### src/rtl/regfile_scoreboard.sv
// -----------------------------------------------------------------------------
// regfile_scoreboard
//
// Multi-port register file with a per-register busy scoreboard for the
// pipelined MIPS datapath. It replaces the older two-read/one-write file.
//
//   * NRD combinational read ports.
//   * Two write ports. When both target the same register, port 1 wins.
//   * One busy bit per register. A reservation sets the bit and a write-back
//     clears it. When both happen to the same register in one cycle, the
//     reservation wins, so a newer producer keeps the register busy.
//   * A registered count of busy registers, kept up to date incrementally.
//
// Optional feature, macro REGFILE_BYPASS_EN:
//   This macro enables write-first forwarding from the write ports to the read
//   ports. When it is undefined, reads return only the stored contents.
//
// Parameters:
//   BITSIZE  data width of each register
//   ADDSIZE  address width (depth = 2**ADDSIZE)
//   NRD      number of read ports (1..8)
//
// Ports:
//   clk            rising-edge clock
//   rst            asynchronous active-low reset
//   ra             read addresses, port k at [k*ADDSIZE +: ADDSIZE]
//   adat           read data,      port k at [k*BITSIZE +: BITSIZE]
//   rdy            rdy[k]=1 when the register read by port k is not busy
//   rw0/wdat0/wren0  write port 0
//   rw1/wdat1/wren1  write port 1 (higher priority)
//   rsv/rsv_en     destination reservation
//   busy_cnt       number of busy registers (0..2**ADDSIZE)
// -----------------------------------------------------------------------------
module regfile_scoreboard #(
  parameter int BITSIZE = 16,
  parameter int ADDSIZE = 4,
  parameter int NRD     = 2
) (
  input  logic                   clk,
  input  logic                   rst,
  input  logic [NRD*ADDSIZE-1:0] ra,
  output logic [NRD*BITSIZE-1:0] adat,
  output logic [NRD-1:0]         rdy,
  input  logic [ADDSIZE-1:0]     rw0,
  input  logic [BITSIZE-1:0]     wdat0,
  input  logic                   wren0,
  input  logic [ADDSIZE-1:0]     rw1,
  input  logic [BITSIZE-1:0]     wdat1,
  input  logic                   wren1,
  input  logic [ADDSIZE-1:0]     rsv,
  input  logic                   rsv_en,
  output logic [ADDSIZE:0]       busy_cnt
);

  localparam int DEPTH = 1 << ADDSIZE;

  logic [BITSIZE-1:0] regs [DEPTH];
  logic [DEPTH-1:0]   busy;
  logic [DEPTH-1:0]   set_vec;
  logic [DEPTH-1:0]   clr_vec;
  logic [DEPTH-1:0]   busy_nxt;
  logic               cnt_inc;
  logic               cnt_dec0;
  logic               cnt_dec1;

  // ---------------------------------------------------------------------------
  // Register storage
  // ---------------------------------------------------------------------------
  // NOTE: the storage is reset in flops on purpose, because every register has
  // to read back 0 immediately after reset. For that reason it cannot be
  // mapped to a RAM macro that has no reset.
  always_ff @(posedge clk or negedge rst) begin
    if (!rst) begin
      for (int r = 0; r < DEPTH; r++) regs[r] <= '0;
    end else begin
      for (int r = 0; r < DEPTH; r++) begin
        // Port 1 is tested first, so on an address collision port 0 is dropped.
        if (wren1 && rw1 == ADDSIZE'(r))      regs[r] <= wdat1;
        else if (wren0 && rw0 == ADDSIZE'(r)) regs[r] <= wdat0;
      end
    end
  end

  // ---------------------------------------------------------------------------
  // Busy scoreboard
  // ---------------------------------------------------------------------------
  // NOTE: every variable written in this block is given a default first. If
  // any path left one unassigned, a latch would be inferred.
  always_comb begin
    set_vec = '0;
    clr_vec = '0;
    if (rsv_en) set_vec[rsv] = 1'b1;
    if (wren0)  clr_vec[rw0] = 1'b1;
    if (wren1)  clr_vec[rw1] = 1'b1;
    // The reservation overrides a write-back to the same register.
    busy_nxt = set_vec | (busy & ~clr_vec);
  end

  // Only the reserved register can rise. Each write port can drop at most one
  // register. When both ports hit the same register, port 1 alone accounts
  // for the drop, so it is not counted twice.
  assign cnt_inc  = rsv_en & ~busy[rsv];
  assign cnt_dec0 = wren0 & busy[rw0] & ~set_vec[rw0] & ~(wren1 && rw1 == rw0);
  assign cnt_dec1 = wren1 & busy[rw1] & ~set_vec[rw1];

  // NOTE: state registers use non-blocking assignments. All flops then sample
  // pre-edge values, whatever order the blocks are evaluated in.
  always_ff @(posedge clk or negedge rst) begin
    if (!rst) begin
      busy     <= '0;
      busy_cnt <= '0;
    end else begin
      busy     <= busy_nxt;
      busy_cnt <= busy_cnt + (ADDSIZE+1)'(cnt_inc)
                           - (ADDSIZE+1)'(cnt_dec0)
                           - (ADDSIZE+1)'(cnt_dec1);
    end
  end

  // ---------------------------------------------------------------------------
  // Read ports
  // ---------------------------------------------------------------------------
  for (genvar k = 0; k < NRD; k++) begin : g_rd
    logic [ADDSIZE-1:0] a;
    assign a = ra[k*ADDSIZE +: ADDSIZE];

`ifdef REGFILE_BYPASS_EN
    logic hit0;
    logic hit1;
    // Forwarding is gated by rst, so reads during reset show the cleared file.
    assign hit1 = rst & wren1 & (rw1 == a);
    assign hit0 = rst & wren0 & (rw0 == a);

    assign adat[k*BITSIZE +: BITSIZE] = hit1 ? wdat1 :
                                        hit0 ? wdat0 : regs[a];
    // A write-back this cycle frees the register early, unless a new producer
    // reserves it in the same cycle.
    assign rdy[k] = ~busy[a] | ((hit0 | hit1) & ~(rsv_en && rsv == a));
`else
    assign adat[k*BITSIZE +: BITSIZE] = regs[a];
    assign rdy[k]                     = ~busy[a];
`endif
  end

endmodule

### config.mk
export PLATFORM = sky130hd
export DESIGN_NAME = regfile_scoreboard
export DESIGN_NICKNAME = d
export VERILOG_FILES = /design/src/rtl/regfile_scoreboard.sv
export SDC_FILE = /design/constraint.sdc
export NUM_CORES = 1
export LEC_CHECK = 0
export BUFFER_PORTS_ARGS = -buffer_cell sky130_fd_sc_hd__buf_2
export CORE_MARGIN = 1.5
export CORE_UTILIZATION = 60
export DETAILED_ROUTE_END_ITERATION = 10
export PLACE_DENSITY = 0.78
export RECOVER_POWER = 50
export REMOVE_ABC_BUFFERS = 1
export SYNTH_ARGS = -nofsm -noshare
export SYNTH_HDL_FRONTEND = slang
export SYNTH_SLANG_ARGS = --single-unit
### constraint.sdc
create_clock -name clk -period 5 [get_ports clk]
set_input_delay 0.5 -clock clk [delete_from_list [all_inputs] [get_ports clk]]
set_output_delay 0.5 -clock clk [all_outputs]
set_load 0.05 [all_outputs]
# --- Word level (Yosys, flattened, before mapping) ---
# Cells that the tools add are included.
totals:
  elab_cells: 195
  ff_bits: 277
op_classes:
  bitwise: 18
  eq_ne: 31
  order_cmp: 10
  n_reduce_logical: 54
  n_mux: 61
  addsub: 3
op_table:
  columns: ["op", "count"]
  rows:
  - ["$mux W16", 39]
  - ["$bmux W16 S4", 2]
  - ["$eq A4 B4 Y1 const B", 16]
  - ["$logic_and A1 B1 Y1", 36]
  - ["$eq A4 B3 Y1 const B", 8]
  - ["$or A16 B16 Y16", 2]
  - ["$reduce_bool A2 Y1", 16]
  - ["$bmux W1 S4", 7]
  - ["$lt A4 B5 Y1 const B", 5]
  - ["$and A16 B16 Y16", 1]
  - ["$eq A4 B2 Y1 const B", 4]
  - ["$not A16 Y16", 1]
  - ["$demux W1 S4", 3]
  - ["$ge A4 B1 Y1 const B", 3]
  - ["$ge A5 B5 Y1 const B", 2]
  - ["$mux W1", 10]
  - ["$not A4 Y5", 2]
  - ["$sub A5 B1 Y5", 2]
  - ["$eq A4 B1 Y1 const B", 2]
  - ["$logic_not A4 Y1", 2]
  - ["$and A1 B1 Y1", 6]
  - ["$not A1 Y1", 6]
  - ["$add A5 B1 Y5", 1]
  - ["$eq A4 B4 Y1", 1]

# --- Depth between registers and ports, before layout ---
# Gate-level depths: netlist of the first run.
depth:
  word_depth: 12
  ltp_mapped: 12
  depth_no_buf: 11

# --- Worst setup path after synthesis of the first run ---
# Ideal clock, no wire load.
synth_path:
  path_type: "input -> register"
  startpoint: "in rw1[0]"
  endpoint: "reg busy_cnt[3]"
  n_path_buf: 1
  cell_stages: 12
  arrival_time_ps: 2938
  slack_ps: 1939
  setup_time_ps: 123
  required_ps: 4877
  cell_sequence: "buf_4 -> mux4_2 -> mux2i_1 -> mux2i_1 -> and3_1 -> fa_1 -> ha_1 -> inv_1 -> ha_1 -> inv_1 -> fa_1 -> xnor2_1"
synth_via:
  elab_chain_len: 6
  word_cells_on_any_way: 13
synth_lines:
  columns: ["element", "line", "source"]
  rows:
  - ["start: declaration", "47", "input logic [ADDSIZE-1:0] rw1,"]
  - ["$eq A4 B4 Y1", "103", "assign cnt_dec0 = wren0 & busy[rw0] & ~set_vec[rw0] & ~(wren1 && rw1 == rw0);"]
  - ["$logic_and A1 B1 Y1", "103", null]
  - ["$not A1 Y1", "103", null]
  - ["$and A1 B1 Y1", "103", null]
  - ["$sub A5 B1 Y5", "115", "- (ADDSIZE+1)'(cnt_dec0)"]
  - ["$sub A5 B1 Y5 (*)", "116", "- (ADDSIZE+1)'(cnt_dec1);"]
  - ["end signal: assignment", "114", "busy_cnt <= busy_cnt + (ADDSIZE+1)'(cnt_inc)"]
  - ["end: declaration", "52", "output logic [ADDSIZE:0] busy_cnt"]
# Mark *: on every way between the ends. The rest lies on a longest branch, timed or not. The select of a mux whose other input is x is not followed.
# A chain may end at the register's enable or synchronous reset.

# --- Final worst setup path of the first run ---
layout_path:
  startpoint: "in ra[4]"
  endpoint: "out adat[29]"
layout_via:
  elab_chain_len: 4
layout_lines:
  columns: ["element", "line", "source"]
  rows:
  - ["start: declaration", "41", "input logic [NRD*ADDSIZE-1:0] ra,"]
  - ["$not A4 Y5 (implied by the code)", "140", "assign adat[k*BITSIZE +: BITSIZE] = regs[a];"]
  - ["$bmux W16 S4", "140", null]
  - ["$mux W16 (implied by the code) (2 in series)", "140", null]
  - ["end: declaration", "42", "output logic [NRD*BITSIZE-1:0] adat,"]
# No other way between the ends. The select of a mux whose other input is x is not followed.

==> results of run 1 <==
==> power groups by stage <==
stage	combinational (mW)	sequential, mW	clock [mW]
5_1_grt	2.67	3.41	2.31
3_5_place_dp	2.48	3.34	0
6_report	2.48	3.35	2.21
2_1_floorplan	1.82	3.23	0
3_3_place_gp	2.39	3.30	0
4_1_cts	2.48	3.32	2.22
==> worst min path at each step <==
stage	cells past startpoint	startpoint	endpoint	slack (ns)
CTS	1	rst	regs[10]	0.02
global route	3	wdat1[8]	regs[168]	0.32
detailed placement	2	regs[141]	regs[141]	0.54
global placement	2	regs[140]	regs[140]	0.52
finish	3	wdat1[3]	regs[163]	0.31
floorplan	0	rst	busy[0]	0.20
==> logic make-up after synthesis <==
group,count (synthesis),share of synthesized area
muxes,445,0.381
AOI/OAI and AO/OA,280,0.0835
xor gates and xnor gates,15,0.00744
buffers and inverters,197,0.0497
adders and majority gates,7,0.00581
and+or+nand+nor,330,0.0797
DFF,277,0.393
==> state kept, by name, summed over array words and instances, names as in the netlist <==
register,flops
busy,16
busy_cnt,5
regs,256
==> synthesized netlist by cell type (2+ instances only) <==
| cell type | n |
|---|---|
| a21oi_1 | 178 |
| a22o_1 | 2 |
| a32o_1 | 9 |
| and2_1 | 4 |
| and3_1 | 2 |
| and3b_1 | 2 |
| buf_1 | 11 |
| buf_2 | 33 |
| buf_4 | 12 |
| buf_6 | 7 |
| clkbuf_1 | 113 |
| dfrtp_1 | 277 |
| fa_1 | 2 |
| ha_1 | 5 |
| inv_1 | 21 |
| mux2i_1 | 262 |
| mux4_2 | 182 |
| nand2_1 | 100 |
| nand2b_1 | 5 |
| nand3_1 | 6 |
| nand3b_1 | 2 |
| nor2_1 | 182 |
| nor2_2 | 5 |
| nor2_4 | 4 |
| nor2b_1 | 4 |
| nor3_1 | 3 |
| nor3b_2 | 2 |
| o21ai_0 | 44 |
| o21ai_1 | 41 |
| or3_1 | 2 |
| xnor2_1 | 6 |
| xor2_1 | 9 |
==> area by class of cell <==
cell class              count  area (um^2)  area share
diodes                      3         7.51    0.000393
clock buffers              46          881      0.0462
clock inverters             9         93.8     0.00492
inverters                  21         78.8     0.00413
multi-input cells        1077         9850       0.516
flip-flops and latches    277         6930       0.363
well taps                 384          480      0.0252
repair buffers            129          758      0.0397
==> metal layers <==
metal / vias up / GRT usage / part of all wire
met4: 0 / 0.168 / 0.050
met1: 6772 / 0.493 / 0.37
met3: 200 / 0.0831 / 0.13
met2: 989 / 0.523 / 0.45
li1: 5657 / - / -
met5: - / 0 / 0
==> critical path, stage by stage <==
cell,delay [ns]
buf_4,0.58
buf_4,0.39
mux4_2,0.55
mux4_2,0.47
buf_2,0.23
==> impl_metrics.json, run 1 <==
{
  "run_status": "complete, but fails checks",
  "violations": "capacitance limit, slew limit",
  "p_int_mw": 5.31,
  "final_common_cell": "dfrtp_1",
  "die-area_mm2": 0.0305,
  "cts_tree": "built",
  "whs_ns": 0.310,
  "postLayoutCellArea_mm2": 0.0191,
  "fin_util": 0.661,
  "die_x_um": 175,
  "drive_gt1_frac": 0.235,
  "final_cell_mix": "dfrtp_1 (277), mux2i_1 (262), mux4_2 (182), nor2_1 (182), a21oi_1 (178)",
  "cts_root_buf": "clkbuf_16",
  "setup_tns_ns": 0,
  "async_flop_share": 1.00,
  "reg2reg_depth": 11,
  "area_delta_synth_final_pct": 8.03,
  "drtAntennaViolNets": 0,
  "required_ns": 4.50,
  "grt_pass1_wl_um": 81100,
  "core_area_mm2": 0.0289,
  "end_kind": "primary output",
  "synth_ff_type": "dfrtp_1",
  "grt.overflow.total": 0,
  "cts.repair.resized": 0,
  "clock.fmax_ghz": 0.307,
  "rrSetupSlack_ns": 2.01,
  "switching_share": 0.340,
  "startpoint_type": "input port",
  "yosysWarnings": 0,
  "post-route-min-period_ns": 3.25,
  "syn_inst": 1551,
  "io_buffers": 95,
  "pwr-share-clk": 0.275,
  "seqPwrFrac": 0.417,
  "avgSynthCellArea_um2": 11.4,
  "finalHoldViolCount": 0,
  "fin_worst_skew_ns": 0.00706,
  "peakVddDrop_mv": 0.351,
  "dp_slack_ns": 1.66,
  "ys_ff_latch": 277,
  "path_max_fanout": 35,
  "synth_area_leaders": "dfrtp_1 (39%), mux4_2 (23%), mux2i_1 (15%)",
  "relSlewSlack": -0.899,
  "grt_start_max_net_pins": 105,
  "cp_data_arrival_time_ns": 2.75,
  "drt_iter0_markers": 1957,
  "drcViolationCount": 0,
  "crit_type": "in2out",
  "hold_class": "in2reg",
  "post-cts-setup-buffer-count": 0,
  "post-dp-hpwl_um": 31100,
  "htreeDepth": 1,
  "clock-sinks": 277,
  "initial_core_util": 0.612,
  "critical_path.endpoint": "adat[29]",
  "startpoint": "ra[4]",
  "chipHeight_um": 175,
  "grt_pass1_vias": 13690,
  "fillers": 2179,
  "fin_cells": 1946,
  "yosysTopAreaCell": "dfrtp_1",
  "clock_path_buffers": 3,
  "rsz0062_at_grt": "no",
  "track_usage": 0.352,
  "p_comb_frac": 0.309,
  "place.gp.congestion": 0.875,
  "period_share": 0.651,
  "drv_cap": 4,
  "r2r_start": "busy[3]",
  "yosysUniqueCellTypes": 46,
  "io_pins": 96,
  "cts_hold_buffers": 0,
  "syn_area_mm2": 0.0177,
  "power.switching_mw": 2.73,
  "leakage_nw": 7.90,
  "p_per_area_mw_per_mm2": 421,
  "design_power_total_mw": 8.04,
  "ys_seq_area_frac": 0.393,
  "setup_viol": 0,
  "r2r-end": "busy_cnt[3]",
  "post-place-cells": 1888,
  "place_area_mm2": 0.0181,
  "clkTransAtPathRegs_ns": 0.06,
  "wl_per_cell_um": 26.9,
  "worst_slack_ns": 1.75,
  "clkLatencyLatePin_ns": 0.56,
  "first_pass_iters": 5,
  "slew_viol_final": 171,
  "routed_via_density": 7.00,
  "cts-buffers-inserted": 30,
  "final_nets": 1600,
  "synth_edf_count": 0,
  "vias": 13618,
  "synth_top_cell_area_share": 0.393,
  "routed_wl_um": 52400,
  "antenna_found_initial": 4,
  "worst_pin_slew_ns": 2.85,
  "num_rows": 62
}
Power figures use the tool's default switching activity.
==> run 2, diff against run 1 <==
==> constraint.sdc (replaced) <==
create_clock -name clk -period 3.19 [get_ports clk]
set_input_delay 0.319 -clock clk [delete_from_list [all_inputs] [get_ports clk]]
set_output_delay 0.319 -clock clk [all_outputs]
set_load 0.05 [all_outputs]
==> impl_metrics.json, run 2 (same netlist as run 1, synthesis figures left out) <==
{
  "run_status": "complete, but fails checks",
  "violations": "capacitance limit, slew limit",
  "largest_register_ffs": 256,
  "setup_viol": 0,
  "cts_tree": "built",
  "grt_start_max_net_pins": 93,
  "largest-register": "regs",
  "regArea_mm2": 0.00693,
  "relSlewSlack": -0.633,
  "crit_type": "reg2reg",
  "drtAntennaViolNets": 0,
  "drv_cap": 3,
  "clock.fmax_ghz": 0.337,
  "chipHeight_um": 175,
  "vias": 13842,
  "clock-sinks": 277,
  "design_power_total_mw": 13.0,
  "end_kind": "flip-flop",
  "antenna_found_initial": 2,
  "final_cell_mix": "dfrtp_1 (277), mux2i_1 (262), nor2_1 (186)",
  "finalHoldViolCount": 0,
  "io_pins": 96,
  "num_rows": 62,
  "clkLatencyLatePin_ns": 0.57,
  "wl_per_cell_um": 27.6,
  "worst_pin_slew_ns": 2.45,
  "reg2reg_depth": 11,
  "cts-buffers-inserted": 30,
  "clkTransAtPathRegs_ns": 0.06,
  "r2r_start": "busy[0]",
  "drcViolationCount": 0,
  "multi_input_area_mm2": 0.00983,
  "reg_top3": "regs (256), busy (16), busy_cnt (5)",
  "cp_data_arrival_time_ns": 3.41,
  "setup_tns_ns": 0,
  "die-area_mm2": 0.0305,
  "rsz0062_at_grt": "no",
  "p_per_area_mw_per_mm2": 663,
  "cpPeakStageDelay_ns": 0.49,
  "routed_wl_um": 54700,
  "startpoint": "busy[0]",
  "post-dp-hpwl_um": 34300,
  "fin_cells": 1980,
  "peakVddDrop_mv": 0.508,
  "hold_depth": 3,
  "required_ns": 3.64,
  "critical_path.endpoint": "busy_cnt[3]",
  "grt_pass1_wl_um": 84300,
  "path_max_fanout": 6,
  "io_buffers": 95,
  "post-cts-setup-buffer-count": 0,
  "clock_path_buffers": 3,
  "period_share": 0.929,
  "routed_via_density": 6.99,
  "final_common_cell": "dfrtp_1",
  "drt_iter0_markers": 2034,
  "worst_slack_ns": 0.227,
  "startpoint_type": "flip-flop",
  "fillers": 2100,
  "whs_ns": 0.135,
  "drive_gt1_frac": 0.252,
  "htreeDepth": 1,
  "grt_pass1_vias": 14123,
  "rrSetupSlack_ns": 0.23,
  "die_x_um": 175,
  "area_delta_synth_final_pct": 11.0,
  "place.gp.congestion": 0.913,
  "grt.overflow.total": 0,
  "post-route-min-period_ns": 2.96,
  "first_pass_iters": 6,
  "cp_slowest_cell": "mux4_2",
  "final_nets": 1634,
  "post-place-cells": 1921,
  "cts_root_buf": "clkbuf_16",
  "leakage_nw": 8.18,
  "initial_core_util": 0.612,
  "track_usage": 0.368,
  "cts_hold_buffers": 1,
  "core_area_mm2": 0.0289,
  "slew_viol_final": 107,
  "r2r-end": "busy_cnt[3]",
  "cts.repair.resized": 0,
  "dp_slack_ns": 0.0582,
  "crit_path_cell_trace": "mux4_2 > mux2i_1 > mux2i_1 > and3_1 > fa_1 > ha_1 > inv_1 > ha_1 > inv_1 > fa_1 > xnor2_1",
  "fin_worst_skew_ns": 0.00471,
  "hold_class": "in2reg"
}
## run 2: cell types whose count changed in the layout (fill, tap and decap cells not counted), sizes merged
cell,previous run,this run
dlygate4sd3,0,1
clkbuf,55,51
buf,120,153
diode,3,2
bufinv,1,4
clkinv,5,7
## run 2: layout make-up
| cell class | count | share of cell area |
|---|---|---|
| multi-input combinational | 1077 | 0.501 |
| sequential | 277 | 0.353 |
| timing repair buffer | 163 | 0.0619 |
| clock buffer | 42 | 0.0452 |
| tap | 384 | 0.0245 |
| clock inverter | 14 | 0.00925 |
| inverter | 21 | 0.00402 |
| antenna | 2 | 0.000255 |
## run 2: worst max-delay path, delay by kind of cell (launching register included)
family	cells	cell delay [ns]
mux	3	0.71
xor+xnor	1	0.14
simple gates	1	0.20
flops	1	0.46
buf+inv	2	0.12
fa+ha+maj	4	1.22
## run 2: layer usage
metal  vias to the layer above  part of all wire  GRT usage
li1                       5729                 -          -
met1                      6872              0.37      0.500
met2                      1001              0.46      0.557
met3                       240              0.11     0.0711
met4                         0             0.062      0.217
met5                         -                 0          0
## run 2: power breakdown
group / leakage (nW) / internal (mW) / switching (mW)
sequential: 3.25 / 4.43 / 0.772
combinational: 4.40 / 1.93 / 2.07
clock: 0.527 / 2.26 / 1.53
total: 8.18 / 8.62 / 4.37
## run 2: through the flow
step / instance area [um^2] / utilization
2_1_floorplan: 16900 / -
3_5_place_dp: 18600 / 0.644
4_1_cts: 19700 / 0.682
5_1_grt: 19600 / 0.680
6_report: 19600 / 0.680
3_3_place_gp: 18600 / 0.644
## run 2: worst min-delay path by stage
stage | slack [ns] | to | from
6_report | 0.14 | regs[121] | wdat1[9]
4_1_cts | 0.13 | regs[252] | wdat1[12]
5_1_grt | 0.16 | regs[244] | wdat1[4]
3_3_place_gp | 0.40 | regs[42] | rst
3_5_place_dp | 0.39 | regs[42] | rst
2_1_floorplan | 0.02 | busy[0] | rst
==> run 3, diff against run 2 <==
--- a/config.mk
+++ b/config.mk
@@ -9,6 +9,7 @@
 export CORE_MARGIN = 1.5
 export CORE_UTILIZATION = 60
 export DETAILED_ROUTE_END_ITERATION = 10
+export GPL_TIMING_DRIVEN = 0
 export PLACE_DENSITY = 0.78
 export RECOVER_POWER = 50
 export REMOVE_ABC_BUFFERS = 1
==> impl_metrics.json, run 3 (same netlist as run 1, synthesis figures left out) <==
{
  "cts_hold_buffers": 1,
  "largest-register": "regs",
  "end_kind": "flip-flop",
  "hold_class": "in2reg",
  "finalHoldViolCount": 0,
  "cts.repair.resized": 0,
  "num_rows": 62,
  "drtAntennaViolNets": 0,
  "drt_iter0_markers": 1665,
  "grt.overflow.total": 0,
  "fillers": 2143,
  "chipHeight_um": 175,
  "drive_gt1_frac": 0.233,
  "die-area_mm2": 0.0305,
  "place.gp.congestion": 0.841,
  "vias": 13357,
  "clkTransAtPathRegs_ns": 0.07,
  "routed_via_density": 6.93,
  "io_buffers": 95,
  "clock_path_buffers": 3,
  "cts-buffers-inserted": 30,
  "cts_root_buf": "clkbuf_16",
  "leakage_nw": 7.93,
  "post-route-min-period_ns": 3.08,
  "startpoint_type": "flip-flop",
  "drcViolationCount": 0,
  "path_max_fanout": 6,
  "cp_data_arrival_time_ns": 3.54,
  "fin_worst_skew_ns": 0.00497,
  "slew_viol_final": 192,
  "area_delta_synth_final_pct": 8.80,
  "wl_per_cell_um": 27.1,
  "rsz0062_at_grt": "no",
  "postLayoutCellArea_mm2": 0.0192,
  "clock-sinks": 277,
  "post-dp-hpwl_um": 29500,
  "run_status": "complete, but fails checks",
  "die_x_um": 175,
  "post-cts-setup-buffer-count": 0,
  "cts_tree": "built",
  "grt_pass1_wl_um": 79100,
  "reg_top3": "regs (256), busy (16), busy_cnt (5)",
  "final_nets": 1585,
  "worst_pin_slew_ns": 2.00,
  "final_cell_mix": "dfrtp_1 (277), mux2i_1 (262), nor2_1 (183)",
  "period_share": 0.965,
  "grt_pass1_vias": 13499,
  "htreeDepth": 1,
  "clkLatencyLatePin_ns": 0.57,
  "required_ns": 3.65,
  "violations": "capacitance limit, slew limit",
  "io_pins": 96,
  "setup_tns_ns": 0,
  "peakVddDrop_mv": 0.495,
  "routed_wl_um": 52100,
  "num_antenna_cells": 0,
  "setup_viol": 0,
  "relSlewSlack": -0.338,
  "final_common_cell": "dfrtp_1",
  "largest_register_ffs": 256,
  "antenna_found_initial": 0,
  "p_per_area_mw_per_mm2": 665,
  "first_pass_iters": 6,
  "clock.fmax_ghz": 0.325,
  "drv_cap": 10,
  "core_area_mm2": 0.0289,
  "grt_start_max_net_pins": 115,
  "place_area_mm2": 0.0183,
  "track_usage": 0.347,
  "crit_type": "reg2reg",
  "initial_core_util": 0.612
}
-- run 3: cell types whose count changed in the layout (fill, tap and decap cells not counted), sizes merged --
cell,previous run,this run
diode,2,0
inv,22,21
clkinv,7,8
buf,153,101
clkinvlp,2,1
clkbuf,51,53
-- run 3: final timing paths --
| kind | from | to | slack, ns | depth (start not counted) |
|---|---|---|---|---|
| min in group asynchronous | rst | regs[10] | 0.62 | 2 |
| worst min register to register | regs[217] | regs[217] | 0.55 | 2 |
| worst max-delay path | busy[11] | busy_cnt[3] | 0.11 | 11 |
| worst min-delay path | wdat1[15] | regs[127] | 0.13 | 3 |
| max in group asynchronous | rst | regs[229] | 0.82 | 4 |
| worst max register to register | busy[11] | busy_cnt[3] | 0.11 | 11 |
-- run 3: power by group --
part           switching, mW  internal [mW]
logic                   2.03           1.90
clock network           1.50           2.18
registers              0.737           4.43
total                   4.27           8.52
-- run 3: layout make-up --
| class | instances | area, um^2 | share of cell area |
|---|---|---|---|
| clock buffer | 41 | 852 | 0.0443 |
| inverter | 21 | 78.8 | 0.00410 |
| timing repair buffer | 114 | 823 | 0.0428 |
| clock inverter | 13 | 179 | 0.00931 |
| tap | 384 | 480 | 0.0250 |
| multi-input combinational | 1077 | 9870 | 0.514 |
| sequential | 277 | 6930 | 0.361 |
-- run 3: routing by layer --
| layer | global-route usage | vias up | routed length, um |
|---|---|---|---|
| li1 | - | 5622 | - |
| met1 | 0.470 | 6614 | 18900 |
| met2 | 0.537 | 936 | 24200 |
| met3 | 0.0849 | 185 | 6630 |
| met4 | 0.156 | 0 | 2450 |
| met5 | 0 | - | 0 |
-- run 3: critical path, stage by stage (launching register included) --
cell and delay, ns:
dfrtp_1 0.44, mux4_2 0.50, mux2i_1 0.22, mux2i_1 0.12
and3_1 0.19, fa_1 0.40, ha_1 0.28, inv_1 0.06
ha_1 0.15, inv_1 0.06, fa_1 0.41, xnor2_1 0.13
-- run 3: stage by stage --
stage | utilization | hold slack, ns | power (mW) | instances | worst slack, ns
after global routing | 0.666 | 0.142 | 13.3 | 1927 | 0.0245
after CTS | 0.670 | 0.120 | 12.8 | 1926 | 0.127
after global placement | 0.617 | 0.523 | 8.87 | 1854 | -3.41
after floorplan | - | 0.0234 | 7.92 | 1375 | 0.436
final | 0.666 | 0.129 | 12.8 | 1927 | 0.111
after detailed placement | 0.634 | 0.267 | 9.12 | 1871 | -0.123
